--- config.mk ---
export PLATFORM = sky130hd
export DESIGN_NAME = m_mem_arbiter
export DESIGN_NICKNAME = d
export VERILOG_FILES = /design/src/rtl/m_mem_arb_pkg.sv /design/src/rtl/m_arb_pick.sv /design/src/rtl/m_mem_arbiter.sv
export SDC_FILE = /design/constraint.sdc
export NUM_CORES = 1
export LEC_CHECK = 0
export CORE_AREA = 2 2 109 111
export DETAILED_ROUTE_END_ITERATION = 8
export DIE_AREA = 0 0 111 113
export GPL_ROUTABILITY_DRIVEN = 0
export PLACE_DENSITY = 0.77
export SETUP_SLACK_MARGIN = 0.1
export SLEW_MARGIN = 20
export SYNTH_ARGS = -nofsm -noshare
export SYNTH_HDL_FRONTEND = slang
export SYNTH_SLANG_ARGS = --single-unit
--- constraint.sdc ---
create_clock -name clk -period 6.55 [get_ports clk]
set_input_delay 0.9825 -clock clk [delete_from_list [all_inputs] [get_ports clk]]
set_output_delay 0.9825 -clock clk [all_outputs]
set_load 0.02 [all_outputs]
--- src/rtl/m_mem_arb_pkg.sv ---
// rtl/m_mem_arb_pkg.sv - shared types and constants for the IF/LSU memory arbiter
//
// Contents:
//   arb_state_t      arbiter FSM state encoding
//   OWN_IF, OWN_LSU  owner encoding used by owner_o and the winner select
//   ARB_ADDR_W, ARB_DATA_W  default address / data widths
package m_mem_arb_pkg;

    typedef enum logic [1:0] {
        IDLE     = 2'd0,
        IF_GNT   = 2'd1,
        LSU_GNT  = 2'd2,
        IF_DRAIN = 2'd3
    } arb_state_t;

    localparam logic OWN_IF  = 1'b0;
    localparam logic OWN_LSU = 1'b1;

    localparam int ARB_ADDR_W = 32;
    localparam int ARB_DATA_W = 32;

endpackage

--- src/rtl/m_arb_pick.sv ---
// rtl/m_arb_pick.sv - combinational winner select between fetch and LSU requests
//
// Configuration macro: ARB_ROUND_ROBIN_EN
//   defined   : on contention, grant the requester that was not served last
//   undefined : fixed priority, LSU wins over IF
//
// Ports:
//   if_req       in   effective fetch request (already masked by flush)
//   lsu_req      in   LSU request
//   last_owner   in   owner of the most recent grant (OWN_IF / OWN_LSU)
//   grant_valid  out  at least one request present
//   grant_owner  out  winning requester (OWN_IF / OWN_LSU)
module m_arb_pick
    import m_mem_arb_pkg::*;
(
    input  logic if_req,
    input  logic lsu_req,
    input  logic last_owner,
    output logic grant_valid,
    output logic grant_owner
);

    assign grant_valid = if_req | lsu_req;

`ifdef ARB_ROUND_ROBIN_EN
    always_comb begin
        grant_owner = OWN_IF;
        if (if_req && lsu_req) begin
            // Alternate: serve whoever did not get the previous grant.
            grant_owner = (last_owner == OWN_LSU) ? OWN_IF : OWN_LSU;
        end else if (lsu_req) begin
            grant_owner = OWN_LSU;
        end
    end
`else
    // Fixed priority needs no history.
    logic unused_last_owner;
    assign unused_last_owner = last_owner;

    always_comb begin
        grant_owner = OWN_IF;
        if (lsu_req) begin
            grant_owner = OWN_LSU;
        end
    end
`endif

endmodule

--- src/rtl/m_mem_arbiter.sv ---
// rtl/m_mem_arbiter.sv - arbitrates the single memory port between fetch and LSU
//
// Configuration macro: ARB_ROUND_ROBIN_EN (round-robin on contention; default is
// fixed LSU priority), implemented inside m_arb_pick.
//
// Ports:
//   clk, rst                    clock, asynchronous active-high reset
//   if_req_i, if_addr_i         fetch request and address
//   if_flush_i                  redirect; kills the pending or in-flight fetch
//   if_ack_o, if_rdata_o        fetch completion pulse and data
//   lsu_req_i, lsu_we_i, lsu_be_i, lsu_addr_i, lsu_wdata_i   LSU request and payload
//   lsu_ack_o, lsu_rdata_o      LSU completion pulse and load data
//   mem_req_o, mem_we_o, mem_be_o, mem_addr_o, mem_wdata_o   bus request, latched payload
//   mem_ack_i, mem_rdata_i      bus completion pulse and read data
//   busy_o                      transaction in progress
//   owner_o                     current or last owner (0 = IF, 1 = LSU)
module m_mem_arbiter
    import m_mem_arb_pkg::*;
#(
    parameter int ADDR_W = ARB_ADDR_W,
    parameter int DATA_W = ARB_DATA_W
) (
    input  logic                clk,
    input  logic                rst,
    input  logic                if_req_i,
    input  logic [ADDR_W-1:0]   if_addr_i,
    input  logic                if_flush_i,
    output logic                if_ack_o,
    output logic [DATA_W-1:0]   if_rdata_o,
    input  logic                lsu_req_i,
    input  logic                lsu_we_i,
    input  logic [DATA_W/8-1:0] lsu_be_i,
    input  logic [ADDR_W-1:0]   lsu_addr_i,
    input  logic [DATA_W-1:0]   lsu_wdata_i,
    output logic                lsu_ack_o,
    output logic [DATA_W-1:0]   lsu_rdata_o,
    output logic                mem_req_o,
    output logic                mem_we_o,
    output logic [DATA_W/8-1:0] mem_be_o,
    output logic [ADDR_W-1:0]   mem_addr_o,
    output logic [DATA_W-1:0]   mem_wdata_o,
    input  logic                mem_ack_i,
    input  logic [DATA_W-1:0]   mem_rdata_i,
    output logic                busy_o,
    output logic                owner_o
);

    localparam int BE_W = DATA_W / 8;

    arb_state_t state;
    logic       if_req_eff;
    logic       pick_valid;
    logic       pick_owner;

    // A fetch that is being redirected this cycle must not win the bus.
    assign if_req_eff = if_req_i & ~if_flush_i;

    m_arb_pick u_pick (
        .if_req      (if_req_eff),
        .lsu_req     (lsu_req_i),
        .last_owner  (owner_o),
        .grant_valid (pick_valid),
        .grant_owner (pick_owner)
    );

    always_ff @(posedge clk or posedge rst) begin
        if (rst) begin
            state       <= IDLE;
            mem_req_o   <= 1'b0;
            mem_we_o    <= 1'b0;
            mem_be_o    <= '0;
            mem_addr_o  <= '0;
            mem_wdata_o <= '0;
            owner_o     <= OWN_IF;
        end else begin
            case (state)
                IDLE: begin
                    if (pick_valid) begin
                        owner_o   <= pick_owner;
                        mem_req_o <= 1'b1;
                        if (pick_owner == OWN_LSU) begin
                            mem_we_o    <= lsu_we_i;
                            mem_be_o    <= lsu_be_i;
                            mem_addr_o  <= lsu_addr_i;
                            mem_wdata_o <= lsu_wdata_i;
                            state       <= LSU_GNT;
                        end else begin
                            mem_we_o    <= 1'b0;
                            mem_be_o    <= {BE_W{1'b1}};
                            mem_addr_o  <= if_addr_i;
                            mem_wdata_o <= '0;
                            state       <= IF_GNT;
                        end
                    end
                end
                IF_GNT: begin
                    if (mem_ack_i) begin
                        mem_req_o <= 1'b0;
                        state     <= IDLE;
                    end else if (if_flush_i) begin
                        // Bus transaction cannot be cancelled; keep it up and drop its response.
                        state <= IF_DRAIN;
                    end
                end
                IF_DRAIN: begin
                    if (mem_ack_i) begin
                        mem_req_o <= 1'b0;
                        state     <= IDLE;
                    end
                end
                LSU_GNT: begin
                    if (mem_ack_i) begin
                        mem_req_o <= 1'b0;
                        state     <= IDLE;
                    end
                end
                default: begin
                    mem_req_o <= 1'b0;
                    state     <= IDLE;
                end
            endcase
        end
    end

    // A flush coinciding with the bus ack suppresses the fetch ack.
    assign if_ack_o    = mem_ack_i & (state == IF_GNT) & ~if_flush_i;
    assign lsu_ack_o   = mem_ack_i & (state == LSU_GNT);
    assign if_rdata_o  = mem_rdata_i;
    assign lsu_rdata_o = mem_rdata_i;
    assign busy_o      = (state != IDLE);

endmodule

# Yosys cells after proc, flatten, opt, wreduce, memory -nomap -nowiden
# Index checks and enable logic that the tools add are counted.
# totals
reg_bits,73
inputBits,139
out_inout_bits,138
wordCells,41
# op_classes
eq_ne,7
mux,14
bitwise,6
n_reduce_logical,7
# op_table
cell,count
32-bit 2-to-1 mux,2
2-bit 2-to-1 mux,5
2-bit case mux with 3 select lines,1
1-bit AND,4
2-bit equality test (second input constant),2
1-bit 2-to-1 mux,4
4-bit 2-to-1 mux,1
2-bit by 1-bit inequality test with 1-bit output (second input constant),2
2-bit AND reduction,2
3-bit inequality test (second input constant),1
3-bit AND reduction,1
3-bit OR reduction,1
2-bit by 1-bit equality test with 1-bit output (second input constant),1
2-bit logical NOT,1
2-bit inequality test (second input constant),1
1-bit case mux with 2 select lines,1
2-bit nonzero test,1
2-bit OR reduction,1
1-bit NOT,1
1-bit bitwise OR,1

# Logic depth before layout (Yosys ltp)
# Gate-level depths: netlist of run 1.
# logic_depth
ltp_word,5
ltp_mapped,5
ltp_nobuf,3

# Modules after synthesis
# Synthesis of run 1 repeated with hierarchy kept, for this count alone.
# hier_totals
hier_cells,340
area_unflattened_um2,4154.0
# modules_own_cells
mod,n_inst,cells_each,area_per_inst_um2,seq_area_each_um2
m_mem_arbiter,1,338,4140.2,1826.8
m_arb_pick,1,2,13.8,0.0

# Worst setup path before layout of run 1
# OpenSTA, ideal clock, no wires.
# synth_timing
path_type,input -> output
start,in mem_ack_i
end,out if_ack_o
t_arrival_ps,1696
slack_ps,3872
path_stages,1
path_cell_list,nor4bb_1
# synth_via
elab_chain_len,2
# synth_rtl
element,line_no,text
from (decl),m_mem_arbiter.sv:42,"input logic mem_ack_i,"
1-bit AND (2 in series),m_mem_arbiter.sv:126,assign if_ack_o = mem_ack_i & (state == IF_GNT) & ~if_flush_i;
to (decl),m_mem_arbiter.sv:28,"output logic if_ack_o,"
# Every way passes these cells.

# Final worst setup path of run 1
# Same ends and word-level chain as after synthesis.

==> qor.log, run 1 <==
INFO  outcome        run_status=finished, final reports clean
INFO  power          irDropWorstVdd=0.000193V
INFO  grt            pin_count_of_the_biggest_net_entering_global_routing=74
INFO  detailed_routing routed-via-count=2468
INFO  setup_path     crit_path_start_kind=input port
INFO  placed_design  pre_cts_ws=3.07ns
INFO  floorplan      die_width=111um
INFO  cts            cts_buffer_depth=2
INFO  layout         antenna_cells_inserted=0
INFO  yosys          sequential_cell_area_fraction_in_the_yosys_report=49.9%
INFO  grt            grt_pass1_vias=2721
INFO  yosys          synth-seq-cells=73
INFO  cts            ctsHoldBuffers=0
INFO  detailed_routing detail_route.iter0.violations=79
INFO  sta            setup-tns-final=0ns
INFO  placed_design  placement.cell_area=5070um2
INFO  power          p_total=2000uW
INFO  yosys          synth_warnings=0
INFO  layout         layout-drive-gt1-share=22.1%
INFO  yosys          mappedNetlistArea=3660um2
INFO  sta            setup_slack=3.06ns
INFO  placed_design  detailed_place_hpwl=6.69mm
INFO  setup_path     max_stage_delay=0.66ns
INFO  setup_path     crit_required=5.57ns
INFO  yosys          postSynthNetCount=410
INFO  setup_path     crit_path_end_kind=output pin
INFO  floorplan      initial_utilization=32.4%
INFO  cts            clock_tree_from_tritoncts=done
INFO  detailed_routing post_route_ant_nets=0
INFO  yosys          synth.cells.most_frequent=sky130_fd_sc_hd__dfrtp_1 (73), sky130_fd_sc_hd__buf_4 (64), sky130_fd_sc_hd__mux2_2 (39)
INFO  sta            maxSlewHeadroom=38.0%
INFO  yosys          synth-main-ff-cell=sky130_fd_sc_hd__dfrtp_1
INFO  cts            clock_latency=0.32ns
INFO  yosys          synth_top_family_by_area=multiplexers
INFO  setup_path     depth_of_the_worst_register_to_register_path=3
INFO  yosys          edff_count_synth=0
INFO  yosys          synth.largest_area_cell=sky130_fd_sc_hd__dfrtp_1
INFO  detailed_routing postRouteWirelength=9.08mm
INFO  detailed_routing routed_via_density=4.64
INFO  yosys          yosys.area_share.xor_xnor=0%
INFO  cts            cts.reportedPaths.clkPinSlew=0.06ns
INFO  layout         fin_nets=524
INFO  layout         design_area=5370um2
INFO  power          leakagePower=0.00226uW
INFO  detailed_routing detail_route.drc_violations=0
INFO  setup_path     ff2ff_setup_slack=4.72ns
INFO  yosys          synth.area.top_cells=sky130_fd_sc_hd__dfrtp_1 (50%), sky130_fd_sc_hd__buf_4 (13%), sky130_fd_sc_hd__mux2_2 (12%)
INFO  sta            maxSlewViolCount=0
INFO  placed_design  count_of_buffers_inserted_at_the_top_level_ports=180
INFO  yosys          synth_async_sr_flop_share=100%
INFO  grt            first_pass_grt_wire_length=14.4mm
INFO  yosys          synth_simple_gate_area_share=1.30%
INFO  grt            groute.usage.overall=14.6%
INFO  layout         areaGrowthSynthToFinish=46.8%
INFO  setup_path     critPathSlowestCell=sky130_fd_sc_hd__clkdlybuf4s50_1
INFO  sta            hold_violation_count_in_the_final_report=0
INFO  yosys          yosys-mux-area-fraction=22.5%
INFO  floorplan      design.portCount=277
INFO  floorplan      num_rows=39
INFO  sta            worst_pin_slew=0.929ns
INFO  floorplan      die_height=113um
INFO  layout         fillerInstances=1005
INFO  hold_path      hold_path_depth=1
INFO  setup_path     worst_path_most_repeated_cell=sky130_fd_sc_hd__clkdlybuf4s50_1
INFO  yosys          yosysTopAreaCellShare=49.9%
INFO  cts            postCtsSetupBuffers=0
INFO  yosys          synth.lib_cells_used.distinct=23
INFO  floorplan      area_of_the_core_region=11300um2
INFO  sta            setup-violations-final=0
INFO  cts            count_of_h_tree_levels_built_during_cts=3
INFO  sta            rsz0062_at_grt=no
INFO  cts            tritoncts.num_buffers=9
INFO  cts            ctsResizeCount=0
INFO  yosys          synth_compound_area_share=9.92%
INFO  sta            time_the_final_worst_path_needs_with_i_o_delays_and_setup=3.49ns
INFO  sta            max_clock_freq=286MHz
INFO  grt            antenna_found_initial=0
INFO  power          p_per_area=372nW/um2
INFO  cts            clock-sinks=73
INFO  hold_path      min-delay-path-class=reg -> reg
INFO  layout         fin_cells=532
INFO  yosys          post_synth_fa_ha_maj_area_fraction=0%
INFO  yosys          synth.most_common_cell=sky130_fd_sc_hd__dfrtp_1
INFO  cts            cts-root-buf=sky130_fd_sc_hd__clkbuf_16
INFO  yosys          postSynthAreaPerCell=13.5um2
INFO  floorplan      die_area=12500um2
INFO  sta            share_of_the_cycle_needed_by_the_critical_path_after_routing=53.4%
INFO  detailed_routing wire_per_inst=17.1um
INFO  detailed_routing drt-pass1-iter-count=4
INFO  grt            grt_remaining_overflow=0
INFO  sta            fin_skew=0.00352ns
INFO  setup_path     timing.setup.critical_path_class=in -> out
INFO  setup_path     arrival=2.51ns
INFO  job            timing.max_cap.violations=0
INFO  yosys          synth_cells=271
INFO  setup_path     timing.critical_path.cells=clkdlybuf4s50_1 -> nor4bb_1 -> clkdlybuf4s50_1
INFO  setup_path     worstPathMaxFanout=5
INFO  placed_design  placed_instance_count=517
worst max-delay path, delay by kind of cell:
kind          cells  cell delay (ns)
buf+inv           2             1.20
simple gates      1             0.33
cells in the final DEF (no fill, tap or decap), types with 2 or more instances in the layout:
master / count
sky130_fd_sc_hd__buf_4: 2
sky130_fd_sc_hd__a22o_1: 33
sky130_fd_sc_hd__mux2_2: 39
sky130_fd_sc_hd__mux2_4: 25
sky130_fd_sc_hd__clkbuf_16: 9
sky130_fd_sc_hd__dfrtp_1: 73
sky130_fd_sc_hd__clkinv_2: 2
sky130_fd_sc_hd__nand2_1: 3
sky130_fd_sc_hd__clkbuf_8: 2
sky130_fd_sc_hd__o22a_1: 4
sky130_fd_sc_hd__clkdlybuf4s50_1: 179
sky130_fd_sc_hd__nor2_1: 2
flip-flops by register name, indices dropped and copies added, names as in the netlist:
register / count
state: 2
mem_be_o: 4
mem_addr_o: 32
mem_wdata_o: 32
owner_o: 1
mem_we_o: 1
mem_req_o: 1
metrics by stage:
step | hold slack (ns) | util [%]
4_1_cts | 0.482 | 47.6
5_1_grt | 0.496 | 47.6
6_report | 0.475 | 47.6
3_3_place_gp | 0.460 | 44.9
2_1_floorplan | 0.520 | -
3_5_place_dp | 0.469 | 44.9
cell type report:
cell class,instances,area [um2],area share (%)
timing repair buffer,182,1810,33.7
multi-input combinational,117,1250,23.2
clock inverter,3,40.0,0.746
sequential,73,1830,34.0
inverter,2,7.51,0.140
tap,143,179,3.33
clock buffer,12,256,4.78
routing by layer:
| layer | global-route usage (%) | vias up | wire length [um] | part of all wire [%] |
|---|---|---|---|---|
| li1 | - | 1119 | - | - |
| met5 | 0 | - | 0 | 0 |
| met2 | 24.9 | 108 | 4650 | 51 |
| met1 | 15.9 | 1200 | 3350 | 37 |
| met4 | 7.58 | 0 | 353 | 3.9 |
| met3 | 5.41 | 41 | 718 | 7.9 |
cell families (layout without fill, tap and decap cells):
group                  count (synthesis)  in the layout
buffers and inverters                 81            199
DFF                                   73             73
and+or+nand+nor                        9              9
muxes                                 65             65
AOI/OAI and AO/OA                     43             43
final timing paths:
check                                          start                     endpoint
max in group asynchronous                        rst  mem_wdata_o[29]$_DFFE_PP0P_
min in group asynchronous                        rst    mem_addr_o[7]$_DFFE_PP0P_
worst min register to register   owner_o$_DFFE_PP0P_          owner_o$_DFFE_PP0P_
worst min-delay path             owner_o$_DFFE_PP0P_          owner_o$_DFFE_PP0P_
worst max-delay path                       mem_ack_i                     if_ack_o
worst max register to register  state[0]$_DFFE_PP0P_   mem_addr_o[25]$_DFFE_PP0P_
power by group:
part / total (uW) / switching (uW) / internal, uW
Sequential: 679 / 83.1 / 596
Clock: 489 / 177 / 312
Combinational: 828 / 363 / 464
Total: 2000 / 623 / 1370
(Power assumes the default switching activity.)
==> run 2: changes to the inputs <==
Settings changed: CORE_AREA 2 2 109 111 to default, CORE_MARGIN from default to 2, CORE_UTILIZATION from default to 31, DIE_AREA 0 0 111 113 to default, PLACE_DENSITY 0.77 to 0.78.
Clock period 6.55 ns to 2.9 ns, I/O delays scaled along.
==> qor.log, run 2 (same netlist as run 1, synthesis figures left out) <==
INFO  cts            cts.reportedPaths.clkPinSlew=0.05ns [was 0.06 ns]
INFO  setup_path     critical_path.reg2reg.endpoint=mem_addr_o[24]$_DFFE_PP0P_ [was mem_addr_o[25]$_DFFE_PP0P_]
INFO  detailed_routing postRouteWirelength=8.91mm [was 9.08 mm]
INFO  floorplan      die_width=113um [was 111 um]
INFO  sta            setup-violations-final=0 [unchanged]
INFO  cts            postCtsSetupBuffers=0 [unchanged]
INFO  layout         most-common-layout-cells=sky130_fd_sc_hd__clkdlybuf4s50_1 (179), sky130_fd_sc_hd__dfrtp_1 (73), sky130_fd_sc_hd__mux2_2 (39), sky130_fd_sc_hd__a22o_1 (33), sky130_fd_sc_hd__mux2_4 (25) [unchanged]
INFO  layout         fin_nets=529 [was 524]
INFO  setup_path     arrival=2.16ns [was 2.51 ns]
INFO  layout         final_common_cell=sky130_fd_sc_hd__clkdlybuf4s50_1 [unchanged]
INFO  grt            first_pass_grt_wire_length=14.0mm [was 14.4 mm]
INFO  sta            max_clock_freq=385MHz
INFO  layout         fillerInstances=1050 [was 1005]
INFO  floorplan      area_of_the_core_region=11500um2 [was 11300 um2]
INFO  cts            cts-root-buf=sky130_fd_sc_hd__clkbuf_16 [unchanged]
INFO  floorplan      die_height=113um [about the same]
INFO  sta            maxSlewViolCount=0 [unchanged]
INFO  cts            ctsResizeCount=0 [unchanged]
INFO  sta            fin_skew=0.00759ns [was 0.00352 ns]
INFO  sta            worst_pin_slew=0.713ns [was 0.929 ns]
INFO  detailed_routing routed-via-count=2498 [was 2468]
INFO  setup_path     crit_path_end_kind=output pin [unchanged]
INFO  setup_path     regToRegStartpoint=state[0]$_DFFE_PP0P_ [unchanged]
INFO  grt            pin_count_of_the_biggest_net_entering_global_routing=42 [was 74]
INFO  detailed_routing wirelength_met1=3.45mm [was 3.35 mm]
INFO  layout         top_regs=mem_addr_o (32), mem_wdata_o (32), mem_be_o (4) [unchanged]
INFO  power          p_total=4600uW [was 2000 uW]
INFO  detailed_routing detail_route.iter0.violations=78 [was 79]
INFO  detailed_routing drt-pass1-iter-count=3 [was 4]
INFO  hold_path      hold_path_startpoint=owner_o$_DFFE_PP0P_ [unchanged]
INFO  grt            antenna_found_initial=0 [unchanged]
INFO  layout         layout-drive-gt1-share=23.0% [was 22.1%]
INFO  floorplan      die_area=12700um2 [was 12500 um2]
INFO  power          irDropWorstVdd=0.000491V [was 0.000193 V]
INFO  cts            cts_buffer_depth=2 [unchanged]
INFO  detailed_routing post_route_ant_nets=0 [unchanged]
INFO  grt            grt_pass1_vias=2759 [was 2721]
INFO  cts            clock-sinks=73 [unchanged]
INFO  floorplan      num_rows=39 [unchanged]
INFO  setup_path     worstPathMaxFanout=5 [unchanged]
INFO  floorplan      initial_utilization=31.9% [was 32.4%]
INFO  sta            setup-tns-final=0ns [unchanged]
INFO  grt            grt_remaining_overflow=0 [unchanged]
INFO  layout         antenna_cells_inserted=0 [unchanged]
INFO  layout         final_core_utilization=47.4% [was 47.6%]
INFO  cts            clock_tree_from_tritoncts=done [unchanged]
INFO  hold_path      hold-path-endpoint=owner_o$_DFFE_PP0P_ [unchanged]
INFO  sta            maxSlewHeadroom=52.4% [was 38.0%]
INFO  detailed_routing met3WireLength=746um [was 718 um]
INFO  detailed_routing wire_per_inst=16.6um [was 17.1 um]
INFO  power          p_per_area=846nW/um2 [was 372 nW/um2]
INFO  outcome        run_status=finished, final reports clean [unchanged]
INFO  setup_path     crit_path_start_kind=input port [unchanged]
INFO  setup_path     depth_of_the_worst_register_to_register_path=4 [was 3]
INFO  cts            tritoncts.num_buffers=9 [unchanged]
INFO  power          leakagePower=0.00229uW [was 0.00226 uW]
INFO  cts            clock_latency=0.32ns [about the same]
INFO  cts            ctsHoldBuffers=0 [unchanged]
INFO  detailed_routing detail_route.drc_violations=0 [unchanged]
INFO  detailed_routing highest_layer=met4 [unchanged]
INFO  placed_design  count_of_buffers_inserted_at_the_top_level_ports=180 [unchanged]
INFO  sta            rsz0062_at_grt=no [unchanged]
INFO  sta            hold_violation_count_in_the_final_report=0 [unchanged]
INFO  sta            time_the_final_worst_path_needs_with_i_o_delays_and_setup=2.59ns
INFO  detailed_routing wl_met2=4.49mm [was 4.65 mm]
INFO  detailed_routing routed_via_density=4.64 [about the same]
INFO  setup_path     timing.setup.critical_path_class=in -> out [unchanged]
INFO  grt            groute.usage.overall=13.8% [was 14.6%]
INFO  placed_design  detailed_place_hpwl=6.68mm [was 6.69 mm]
INFO  cts            count_of_h_tree_levels_built_during_cts=3 [unchanged]
INFO  hold_path      hold_path_depth=1 [unchanged]
INFO  sta            setup_slack=0.305ns [was 3.06 ns]
INFO  setup_path     ff2ff_setup_slack=1.15ns [was 4.72 ns]
INFO  floorplan      design.portCount=277 [unchanged]
INFO  layout         areaGrowthSynthToFinish=48.6% [was 46.8%]
INFO  job            timing.max_cap.violations=0 [unchanged]
INFO  sta            share_of_the_cycle_needed_by_the_critical_path_after_routing=89.5%
INFO  hold_path      min-delay-path-class=reg -> reg [unchanged]
INFO  placed_design  pre_cts_ws=0.234ns [was 3.07 ns]
INFO  setup_path     crit_required=2.47ns [was 5.57 ns]
==> run 2: layer usage <==
layer | vias to the layer above | track usage, %
met2 | 102 | 23.5
met4 | 0 | 5.20
met5 | - | 0
met3 | 37 | 4.86
met1 | 1230 | 15.9
li1 | 1129 | -
==> run 2: power by group <==
| group | switching [uW] | internal (uW) | total [uW] |
|---|---|---|---|
| logic | 821 | 1060 | 1880 |
| clock network | 427 | 757 | 1180 |
| registers | 188 | 1350 | 1530 |
==> run 2: area by class of cell <==
class | count | area [um2] | area share (%)
flip-flops and latches | 73 | 1830 | 33.6
clock buffers | 10 | 229 | 4.21
clock inverters | 6 | 90.1 | 1.66
repair buffers | 187 | 1860 | 34.3
inverters | 2 | 7.51 | 0.138
multi-input cells | 117 | 1240 | 22.8
well taps | 143 | 179 | 3.29
==> run 2: per-stage QoR <==
stage	instances	hold WS [ns]	instance area, um2
6_report	538	0.499	5430
5_1_grt	538	0.516	5430
4_1_cts	538	0.503	5430
3_5_place_dp	522	0.479	5110
3_3_place_gp	522	0.486	5110
2_1_floorplan	271	0.520	3660
==> run 2: worst max-delay path by stage <==
stage                   start                         to  slack (ns)
floorplan                 rst  mem_addr_o[0]$_DFFE_PP0P_        0.61
global placement    mem_ack_i                   if_ack_o        0.24
detailed placement  mem_ack_i                   if_ack_o        0.23
CTS                 mem_ack_i                   if_ack_o        0.24
global route        mem_ack_i                   if_ack_o        0.25
finish              mem_ack_i                   if_ack_o        0.31
==> run 2: worst max-delay path: stages <==
cell and delay, ns:
sky130_fd_sc_hd__clkdlybuf4s50_1 0.59, sky130_fd_sc_hd__nor4bb_1 0.45, sky130_fd_sc_hd__clkdlybuf4s50_1 0.69
